[src/rtl/cordic_pkg.sv]
// Shared CORDIC constants for the pol2rec/rec2pol pair: angle table, gain, angle limits, FSM states.
package cordic_pkg;

    localparam int ZG = 2;        // fractional guard bits on the angle accumulator
    localparam int ZW = 32 + ZG;  // z is Q16.18 degrees

    // 1/prod(sqrt(1+2^-2i)), unsigned Q1.31
    localparam logic [31:0] CORDIC_K = 32'd1304065748;

    localparam logic signed [31:0] ANG_90   = 32'sh005A_0000;
    localparam logic signed [31:0] ANG_180  = 32'sh00B4_0000;
    localparam logic signed [31:0] ANG_M180 = 32'shFF4C_0000;

    typedef enum logic [1:0] {S_IDLE, S_PRESCALE, S_ROTATE, S_DONE} state_e;

    // atan(2^-i) in degrees, Q16.18
    localparam logic signed [ZW-1:0] ATAN_TAB [0:29] = '{
        34'sd11796480, 34'sd6963869, 34'sd3679517, 34'sd1867780, 34'sd937515,
        34'sd469214,   34'sd234664,  34'sd117339,  34'sd58671,   34'sd29335,
        34'sd14668,    34'sd7334,    34'sd3667,    34'sd1833,    34'sd917,
        34'sd458,      34'sd229,     34'sd115,     34'sd57,      34'sd29,
        34'sd14,       34'sd7,       34'sd4,       34'sd2,       34'sd1,
        34'sd0,        34'sd0,       34'sd0,       34'sd0,       34'sd0
    };

    function automatic logic signed [ZW-1:0] atan_lut(input logic [4:0] i);
        if (i > 5'd29) return '0;
        return ATAN_TAB[i];
    endfunction

endpackage

[src/rtl/cordic_rot_stage.sv]
// One combinational CORDIC micro-rotation in rotation mode; direction follows the sign of z.
module cordic_rot_stage
    import cordic_pkg::*;
#(
    parameter int XW = 36
) (
    input  logic signed [XW-1:0] x_i,
    input  logic signed [XW-1:0] y_i,
    input  logic signed [ZW-1:0] z_i,
    input  logic [4:0]           i_i,
    output logic signed [XW-1:0] x_o,
    output logic signed [XW-1:0] y_o,
    output logic signed [ZW-1:0] z_o
);

    logic signed [XW-1:0] xs, ys;
    logic signed [ZW-1:0] at;

    assign xs = x_i >>> i_i;
    assign ys = y_i >>> i_i;
    assign at = atan_lut(i_i);

    always_comb begin
        if (!z_i[ZW-1]) begin
            x_o = x_i - ys;
            y_o = y_i + xs;
            z_o = z_i - at;
        end else begin
            x_o = x_i + ys;
            y_o = y_i - xs;
            z_o = z_i + at;
        end
    end

endmodule

[src/rtl/pol2rec.sv]
// Iterative polar-to-rectangular converter: {MOD, ANG} -> {RE, IM}, one micro-rotation per cycle.
module pol2rec
    import cordic_pkg::*;
#(
    parameter int N_ITER = 24,
    parameter int GUARD  = 2
) (
    input  logic        clock,
    input  logic        reset,
    input  logic        start,
    input  logic [63:0] in_pol,
    output logic [63:0] out_rect,
    output logic        busy,
    output logic        done,
    output logic        range_err
);

    localparam int XW  = 32 + GUARD + 2;
    localparam int IW  = 5;
    localparam int RND = 1 << (GUARD - 1);

    state_e               state_q, state_d;
    logic [31:0]          mod_q, mod_d;
    logic signed [31:0]   ang_q, ang_d;
    logic signed [XW-1:0] x_q, x_d, y_q, y_d, x_nx, y_nx;
    logic signed [ZW-1:0] z_q, z_d, z_nx;
    logic [IW-1:0]        it_q, it_d;
    logic                 err_q, err_d;
    logic [63:0]          out_q, out_d;
    logic                 busy_q, busy_d, done_q, done_d, rerr_q, rerr_d;

    logic [63:0]          prod;
    logic [31:0]          mk;
    logic signed [XW-1:0] mkx;
    logic                 prod_unused;

    // Prescale product K*mod_q as Q16.16 rounded on bit 30, then widened with guard bits
    assign prod        = 64'(mod_q) * 64'(CORDIC_K);
    assign mk          = prod[62:31] + {31'b0, prod[30]};
    assign mkx         = {2'b00, mk, {GUARD{1'b0}}};
    assign prod_unused = ^{prod[63], prod[29:0]};

    cordic_rot_stage #(.XW(XW)) u_stage (
        .x_i (x_q),
        .y_i (y_q),
        .z_i (z_q),
        .i_i (it_q),
        .x_o (x_nx),
        .y_o (y_nx),
        .z_o (z_nx)
    );

    function automatic logic [31:0] rnd_sat(input logic signed [XW-1:0] v);
        logic signed [XW:0] r, s;
        r = {v[XW-1], v} + (XW+1)'(RND);
        s = r >>> GUARD;
        if (s[XW:31] != {(XW-30){s[31]}}) return s[XW] ? 32'h8000_0000 : 32'h7FFF_FFFF;
        return s[31:0];
    endfunction

    always_comb begin
        state_d = state_q;
        mod_d   = mod_q;
        ang_d   = ang_q;
        x_d     = x_q;
        y_d     = y_q;
        z_d     = z_q;
        it_d    = it_q;
        err_d   = err_q;
        out_d   = out_q;
        busy_d  = busy_q;
        done_d  = 1'b0;
        rerr_d  = rerr_q;
        case (state_q)
            S_IDLE: begin
                busy_d = start;
                if (start) begin
                    mod_d   = in_pol[63:32];
                    ang_d   = in_pol[31:0];
                    err_d   = in_pol[63] | ($signed(in_pol[31:0]) < ANG_M180) |
                              ($signed(in_pol[31:0]) > ANG_180);
                    state_d = err_d ? S_DONE : S_PRESCALE;
                end
            end
            S_PRESCALE: begin
                // fold |ANG| > 90 so the rotation stays inside CORDIC convergence
                if (ang_q > ANG_90) begin
                    x_d = '0;
                    y_d = mkx;
                    z_d = {ang_q - ANG_90, {ZG{1'b0}}};
                end else if (ang_q < -ANG_90) begin
                    x_d = '0;
                    y_d = -mkx;
                    z_d = {ang_q + ANG_90, {ZG{1'b0}}};
                end else begin
                    x_d = mkx;
                    y_d = '0;
                    z_d = {ang_q, {ZG{1'b0}}};
                end
                it_d    = '0;
                state_d = S_ROTATE;
            end
            S_ROTATE: begin
                x_d  = x_nx;
                y_d  = y_nx;
                z_d  = z_nx;
                it_d = it_q + 1'b1;
                if (it_q == IW'(N_ITER - 1)) state_d = S_DONE;
            end
            S_DONE: begin
                out_d   = err_q ? 64'h0 : {rnd_sat(x_q), rnd_sat(y_q)};
                rerr_d  = err_q;
                done_d  = 1'b1;
                state_d = S_IDLE;
            end
            default: state_d = S_IDLE;
        endcase
    end

    always_ff @(posedge clock) begin
        if (reset) begin
            state_q <= S_IDLE;
            mod_q   <= '0;
            ang_q   <= '0;
            x_q     <= '0;
            y_q     <= '0;
            z_q     <= '0;
            it_q    <= '0;
            err_q   <= 1'b0;
            out_q   <= '0;
            busy_q  <= 1'b0;
            done_q  <= 1'b0;
            rerr_q  <= 1'b0;
        end else begin
            state_q <= state_d;
            mod_q   <= mod_d;
            ang_q   <= ang_d;
            x_q     <= x_d;
            y_q     <= y_d;
            z_q     <= z_d;
            it_q    <= it_d;
            err_q   <= err_d;
            out_q   <= out_d;
            busy_q  <= busy_d;
            done_q  <= done_d;
            rerr_q  <= rerr_d;
        end
    end

    assign out_rect  = out_q;
    assign busy      = busy_q;
    assign done      = done_q;
    assign range_err = rerr_q;

endmodule

[config.mk]
export PLATFORM = sky130hd
export DESIGN_NAME = pol2rec
export DESIGN_NICKNAME = d
export VERILOG_FILES = /design/src/rtl/cordic_pkg.sv /design/src/rtl/cordic_rot_stage.sv /design/src/rtl/pol2rec.sv
export SDC_FILE = /design/constraint.sdc
export NUM_CORES = 2
export LEC_CHECK = 0
export ABC_AREA = 1
export CAP_MARGIN = 15
export CORE_AREA = 8 8 348 215
export DETAILED_ROUTE_END_ITERATION = 6
export DIE_AREA = 0 0 356 223
export MAX_ROUTING_LAYER = met4
export PLACE_DENSITY = 0.95
export REMOVE_ABC_BUFFERS = 1
export SETUP_SLACK_MARGIN = 0.02
export SLEW_MARGIN = 40
export SYNTH_ARGS = -nofsm -noshare
export SYNTH_HDL_FRONTEND = slang
export SYNTH_SLANG_ARGS = --single-unit
[constraint.sdc]
create_clock -name clock -period 10.3 [get_ports clock]
set_input_delay 1.03 -clock clock [delete_from_list [all_inputs] [get_ports clock]]
set_output_delay 1.03 -clock clock [all_outputs]
set_load 0.005 [all_outputs]
---- Word level (Yosys, flattened, before mapping) ----
Memory sizes are Yosys's and may differ from the RTL's.
Cells that the tools add are included.
storage, ports and cells
  bits of input ports ..................... 67
  memories kept ........................... 1
  ROM bits ................................ 1,088
  register bits after elaboration ......... 245
memory list
  name              depth  width  read ports  clocked after memory_dff  wr ports  RTL line          source
  (name not given)  32     34     1           0                         0         cordic_pkg.sv:28  return ATAN_TAB[i];
cells by class
  eq/ne operators ......................... 8
  reduce and logical (&&, ||, !) cells .... 4
  multiplexer cells ....................... 34
  order comparisons ....................... 6
  $mul .................................... 1
  shifts and indexed selects .............. 2
  $add $sub $neg .......................... 13
  bitwise operators ....................... 3
operator list
  operator                  number
  $mux W34                  9
  $mux W32                  6
  $mux W36                  4
  $pmux W36 S2              2
  $add A36 B3 Y37 const B   2
  $add A36 B36 Y36          2
  $sshr A36 B5 Y36          2
  $sub A36 B36 Y36          2
  $pmux W34 S2              1
  $mux W64                  1
  $mul A32 B29 Y61 const B  1
  $neg A34 Y36              1
  $add A34 B34 Y34          1
  $sub A34 B34 Y34          1
  $add A32 B1 Y32           1
  $add A32 B24 Y32 const B  1
  $gt A32 B24 Y1 const B    1
  $gt A32 B25 Y1 const B    1
  $lt A32 B24 Y1 const B    1
  $lt A32 B25 Y1 const B    1
  $sub A32 B24 Y32 const B  1
  $ne A5 B5 Y1              2
  $pmux W5 S2               1
  $pmux W2 S4               1
  other kinds (14)          25

---- Longest topological paths before layout ----
  depth in word-level cells ............... 8
  depth in mapped cells ................... 45

---- By module ----
Synthesis repeated with hierarchy kept, for this count alone.
second synthesis, totals
  cells, all modules ...................... 7,046
  area, all modules ....................... 47,129.0 um^2
modules (own cells, without submodules)
  module            area each (um^2)  seq. area each (um^2)  cells each  times used
  pol2rec           34,526.9          4,904.7                4,625       1
  cordic_rot_stage  12,602.1          0.0                    2,421       1

---- Least setup slack after synthesis ----
No wires, ideal clock.
  path type ............................... flip-flop to flip-flop
  start ................................... register mod_q[6]
  end ..................................... register y_q[28]
  cell stages (with the launch flop) ...... 40
  required time ........................... 10.230 ns
  data arrival time ....................... 7.768 ns
  setup time .............................. 0.070 ns
  setup slack ............................. 2.462 ns
  path buffers ............................ 0
  path through ............................ dfxtp_1 inv_1 fa_1 fa_1 inv_1 fa_1 inv_1 fa_1 inv_1 fa_1 fa_1 fa_1 inv_1 fa_1 inv_1 ha_1 nand2_1 nor2_1 (+4 left out) a21oi_1 xnor2_1 ha_1 ha_1 inv_1 ha_1 nand2_1 nor2_1 nand3_1 nor2_2 nand3_1 nor2_1 nand4_1 nand2_1 nand2_1 nand2_1 nand3_1 a21oi_1
on the way
  word-level cells in the longest chain between the ends .. 6
ends and longest elaborated chain
  item                    RTL line        source
  start, declared         pol2rec.sv:23   logic [31:0] mod_q, mod_d;
  start signal, assigned  pol2rec.sv:136  mod_q <= mod_d;
  $mul A32 B29 Y61 *      pol2rec.sv:38   assign prod = 64'(mod_q) * 64'(CORDIC_K);
  $add A32 B1 Y32 *       pol2rec.sv:39   assign mk = prod[62:31] + {31'b0, prod[30]};
  $neg A34 Y36            pol2rec.sv:93   y_d = -mkx;
  $mux W36                pol2rec.sv:91   end else if (ang_q < -ANG_90) begin
  $mux W36 *              pol2rec.sv:87   if (ang_q > ANG_90) begin
  $pmux W36 S2 *          pol2rec.sv:74   case (state_q)
  end signal, assigned    pol2rec.sv:139  y_q <= y_d;
  end, declared           pol2rec.sv:25   logic signed [XW-1:0] x_q, x_d, y_q, y_d, x_nx, y_nx;
Every way passes the cells marked *; elsewhere a longest branch is shown, timed or not.
A chain may end at the register's enable or synchronous reset.

---- Final worst setup path ----
  start ................................... register mod_q[8]
  end ..................................... register y_q[21]
The elaborated chain is that of the path after synthesis.

==> results.ini <==
[critical_path]
worst_setup_path_start_kind = flip-flop
crit_path_frequent_cell = fa_1
cp_slowest_cell = fa_1
crit_required_ns = 10.88
r2r_cells = 33
critPathMaxStageDelay_ns = 0.61
crit_type = flip-flop to flip-flop
endpoint_kind = flip-flop
critPathArrivalTime_ns = 10.48
cp_max_fo = 6

[routing]
wl_um = 180000
avgViaCountPerCell = 6.22
vias = 47000
drtIter0Drc = 7415
route.detailed.drc = 26
ant_nets = 0
wire_per_inst_um = 23.8
first_pass_iters = 7

[timing]
period_share_pct = 96.1
rsz0062_at_grt = false
hold_viol_final = 0
min_period_ns = 9.90
clock_skew_ns = 0.0450
tightest_slew_ns = 0.960
whs_ns = 0.464
finalSetupViolCount = 0
fmax_ghz = 0.101
setup_tns_ns = 0
drv_slew = 0
maxSlewHeadroom_pct = 35.7

[clocking]
cts_sinks = 245
cts_inserted_buffers = 28
cts_tree = built
root_buffer = clkbuf_16
clk_pin_slew_worst_paths_ns = 0.07
htreeDepth = 1
clock_path_buffers = 3
clk_latency_ns = 0.65

[logic_synthesis]
ys_ff_latch = 245
syn_inst = 6563
synth-edff-count = 0
avgSynthCellArea_um2 = 6.81
yosysWarnings = 0
syn-cell-area_mm2 = 0.0447
ys_seq_area_share_pct = 11.0
ys.flop_type = dfxtp_1
synthArstFlopShare_pct = 0
synth.distinct_cells = 62

[outcome]
violations = design-rule violations
status = finished, violations left

[global_routing]
grt_pass1_wl_um = 267000
antenna_found_initial = 6
grt_usage_pct = 45.1
grt_max_degree = 94
grt-ovfl-total = 0
grt_pass1_vias = 43700

[run]
maxCapViolations = 0

[die]
die_h_um = 223
start_util_pct = 63.7
io_pins = 134
die_x_um = 356
die_area_mm2 = 0.0794
core_mm2 = 0.0702
std_cell_rows = 76

[finish]
layout_common_cells = nand2_1, inv_1, o21ai_0, ha_1, fa_1
final_common_cell = nand2_1
final-instance-count-excl-fill = 7549
fillers = 5997
area_growth_pct = 7.08
fin_nets = 7593
design_area_mm2 = 0.0479
drive_above_1_share_pct = 3.27

[placed_design]
dp_hpwl_um = 151000
place_congestion = 1.20
placed_cell_area_mm2 = 0.0468
portBuffers = 133
dp_cells = 7487

[hold_path]
hold_depth = 2
hp-class = flip-flop to flip-flop

==> path summary, 6_finish.rpt <==
path	start	to	slack, ns
worst min-delay path	out_rect[15]$_SDFFE_PP0P_	out_rect[15]$_SDFFE_PP0P_	0.46
worst max-delay path	mod_q[8]$_SDFFE_PP0P_	y_q[21]$_SDFFE_PP0P_	0.40
worst max register to register	mod_q[8]$_SDFFE_PP0P_	y_q[21]$_SDFFE_PP0P_	0.40
worst min register to register	out_rect[15]$_SDFFE_PP0P_	out_rect[15]$_SDFFE_PP0P_	0.46
==> cell families (layout without fill, tap and decap cells) <==
| group | count (synthesis) | in the layout | share of synthesized area, % |
|---|---|---|---|
| XOR/XNOR | 188 | 188 | 3.68 |
| multiplexers | 41 | 41 | 0.918 |
| buffers and inverters | 1447 | 1491 | 12.4 |
| AND/OR/NAND/NOR | 2489 | 2489 | 23.2 |
| flip-flops | 245 | 245 | 11.0 |
| adder cells (fa/ha/maj) | 939 | 939 | 34.0 |
| other | 0 | 6 | 0 |
| AO/OA/AOI/OAI | 1214 | 1214 | 14.8 |
==> repair_timing <==
action / CTS / global route
resized for setup: 0 / 6
endpoints found under the setup margin: 0 / 21
hold buffers: 0 / 0
buffers inserted: 0 / 3
hold endpoints to repair: 0 / 0
==> layer usage <==
metal / GRT usage (%) / vias up / share of wire [%] / wire, µm
li1: - / 21000 / - / -
met1: 63.4 / 21900 / 41 / 74600
met2: 53.7 / 3712 / 35 / 62900
met3: 27.8 / 388 / 21 / 38200
met4: 8.25 / 0 / 2.3 / 4120
met5: - / - / 0 / 0
==> sequential cells by signal, summed over array words and instances (netlist names) <==
register and flops:
out_rect 64, ang_q 32, state_q 2, it_q 5
z_q 34, mod_q 32, range_err 1, x_q 36
y_q 36, busy 1, err_q 1, done 1
==> area by class of cell <==
cell class | count | area (µm²) | area share [%]
inverter | 1249 | 4690 | 9.80
tap | 936 | 1170 | 2.45
multi-input combinational | 4871 | 34300 | 71.6
clock inverter | 13 | 190 | 0.397
clock buffer | 37 | 816 | 1.70
sequential | 245 | 4910 | 10.3
antenna | 6 | 15.0 | 0.0314
timing repair buffer | 192 | 1770 | 3.70
==> worst max-delay path: cells and delay by family, from the launching register on <==
kind	cells	cell delay (ns)
adders and majority gates	10	4.78
buffers and inverters	4	0.48
AOI/OAI and AO/OA	2	0.24
and+or+nand+nor	15	3.35
DFF	1	0.59
xor gates and xnor gates	2	0.39
==> through the flow <==
stage                     utilization, %  worst slack, ns
final                               68.2            0.399
after global routing                68.2           0.0857
after CTS                           68.1            0.650
after detailed placement            66.7            0.700
after global placement              66.7            0.513
after floorplan                        -             2.41
==> Yosys cell counts (7+ instances only) <==
cell type | n | share of area, %
o211ai_1 | 37 | 0.62
o21bai_1 | 9 | 0.15
xor2_1 | 132 | 2.6
nand2_1 | 1531 | 13
o221ai_1 | 10 | 0.20
buf_6 | 10 | 0.25
o21ai_1 | 20 | 0.22
o21ai_0 | 498 | 5.6
buf_2 | 28 | 0.31
nand3b_1 | 15 | 0.25
fa_1 | 458 | 21
a21o_1 | 13 | 0.22
a21oi_1 | 451 | 5.0
xnor2_1 | 56 | 1.1
nor2_2 | 24 | 0.34
ha_1 | 481 | 13
nor2_4 | 7 | 0.18
o22ai_1 | 13 | 0.18
clkbuf_1 | 130 | 1.1
inv_2 | 13 | 0.11
nand4_1 | 63 | 0.88
o21a_1 | 15 | 0.25
o31ai_1 | 10 | 0.17
nand3_1 | 311 | 3.5
mux2i_1 | 41 | 0.92
nand3_2 | 7 | 0.16
a21boi_0 | 11 | 0.18
a31oi_1 | 88 | 1.2
nor3_1 | 49 | 0.55
dfxtp_1 | 245 | 11
buf_1 | 24 | 0.20
or2_2 | 7 | 0.098
inv_1 | 1235 | 10
nor4_1 | 20 | 0.28
nor2_1 | 423 | 3.6
nand2_2 | 12 | 0.17
a221oi_1 | 9 | 0.18
Power is not shown: default switching activity piles up to over one toggle a cycle in this logic, so the estimate is an artifact.
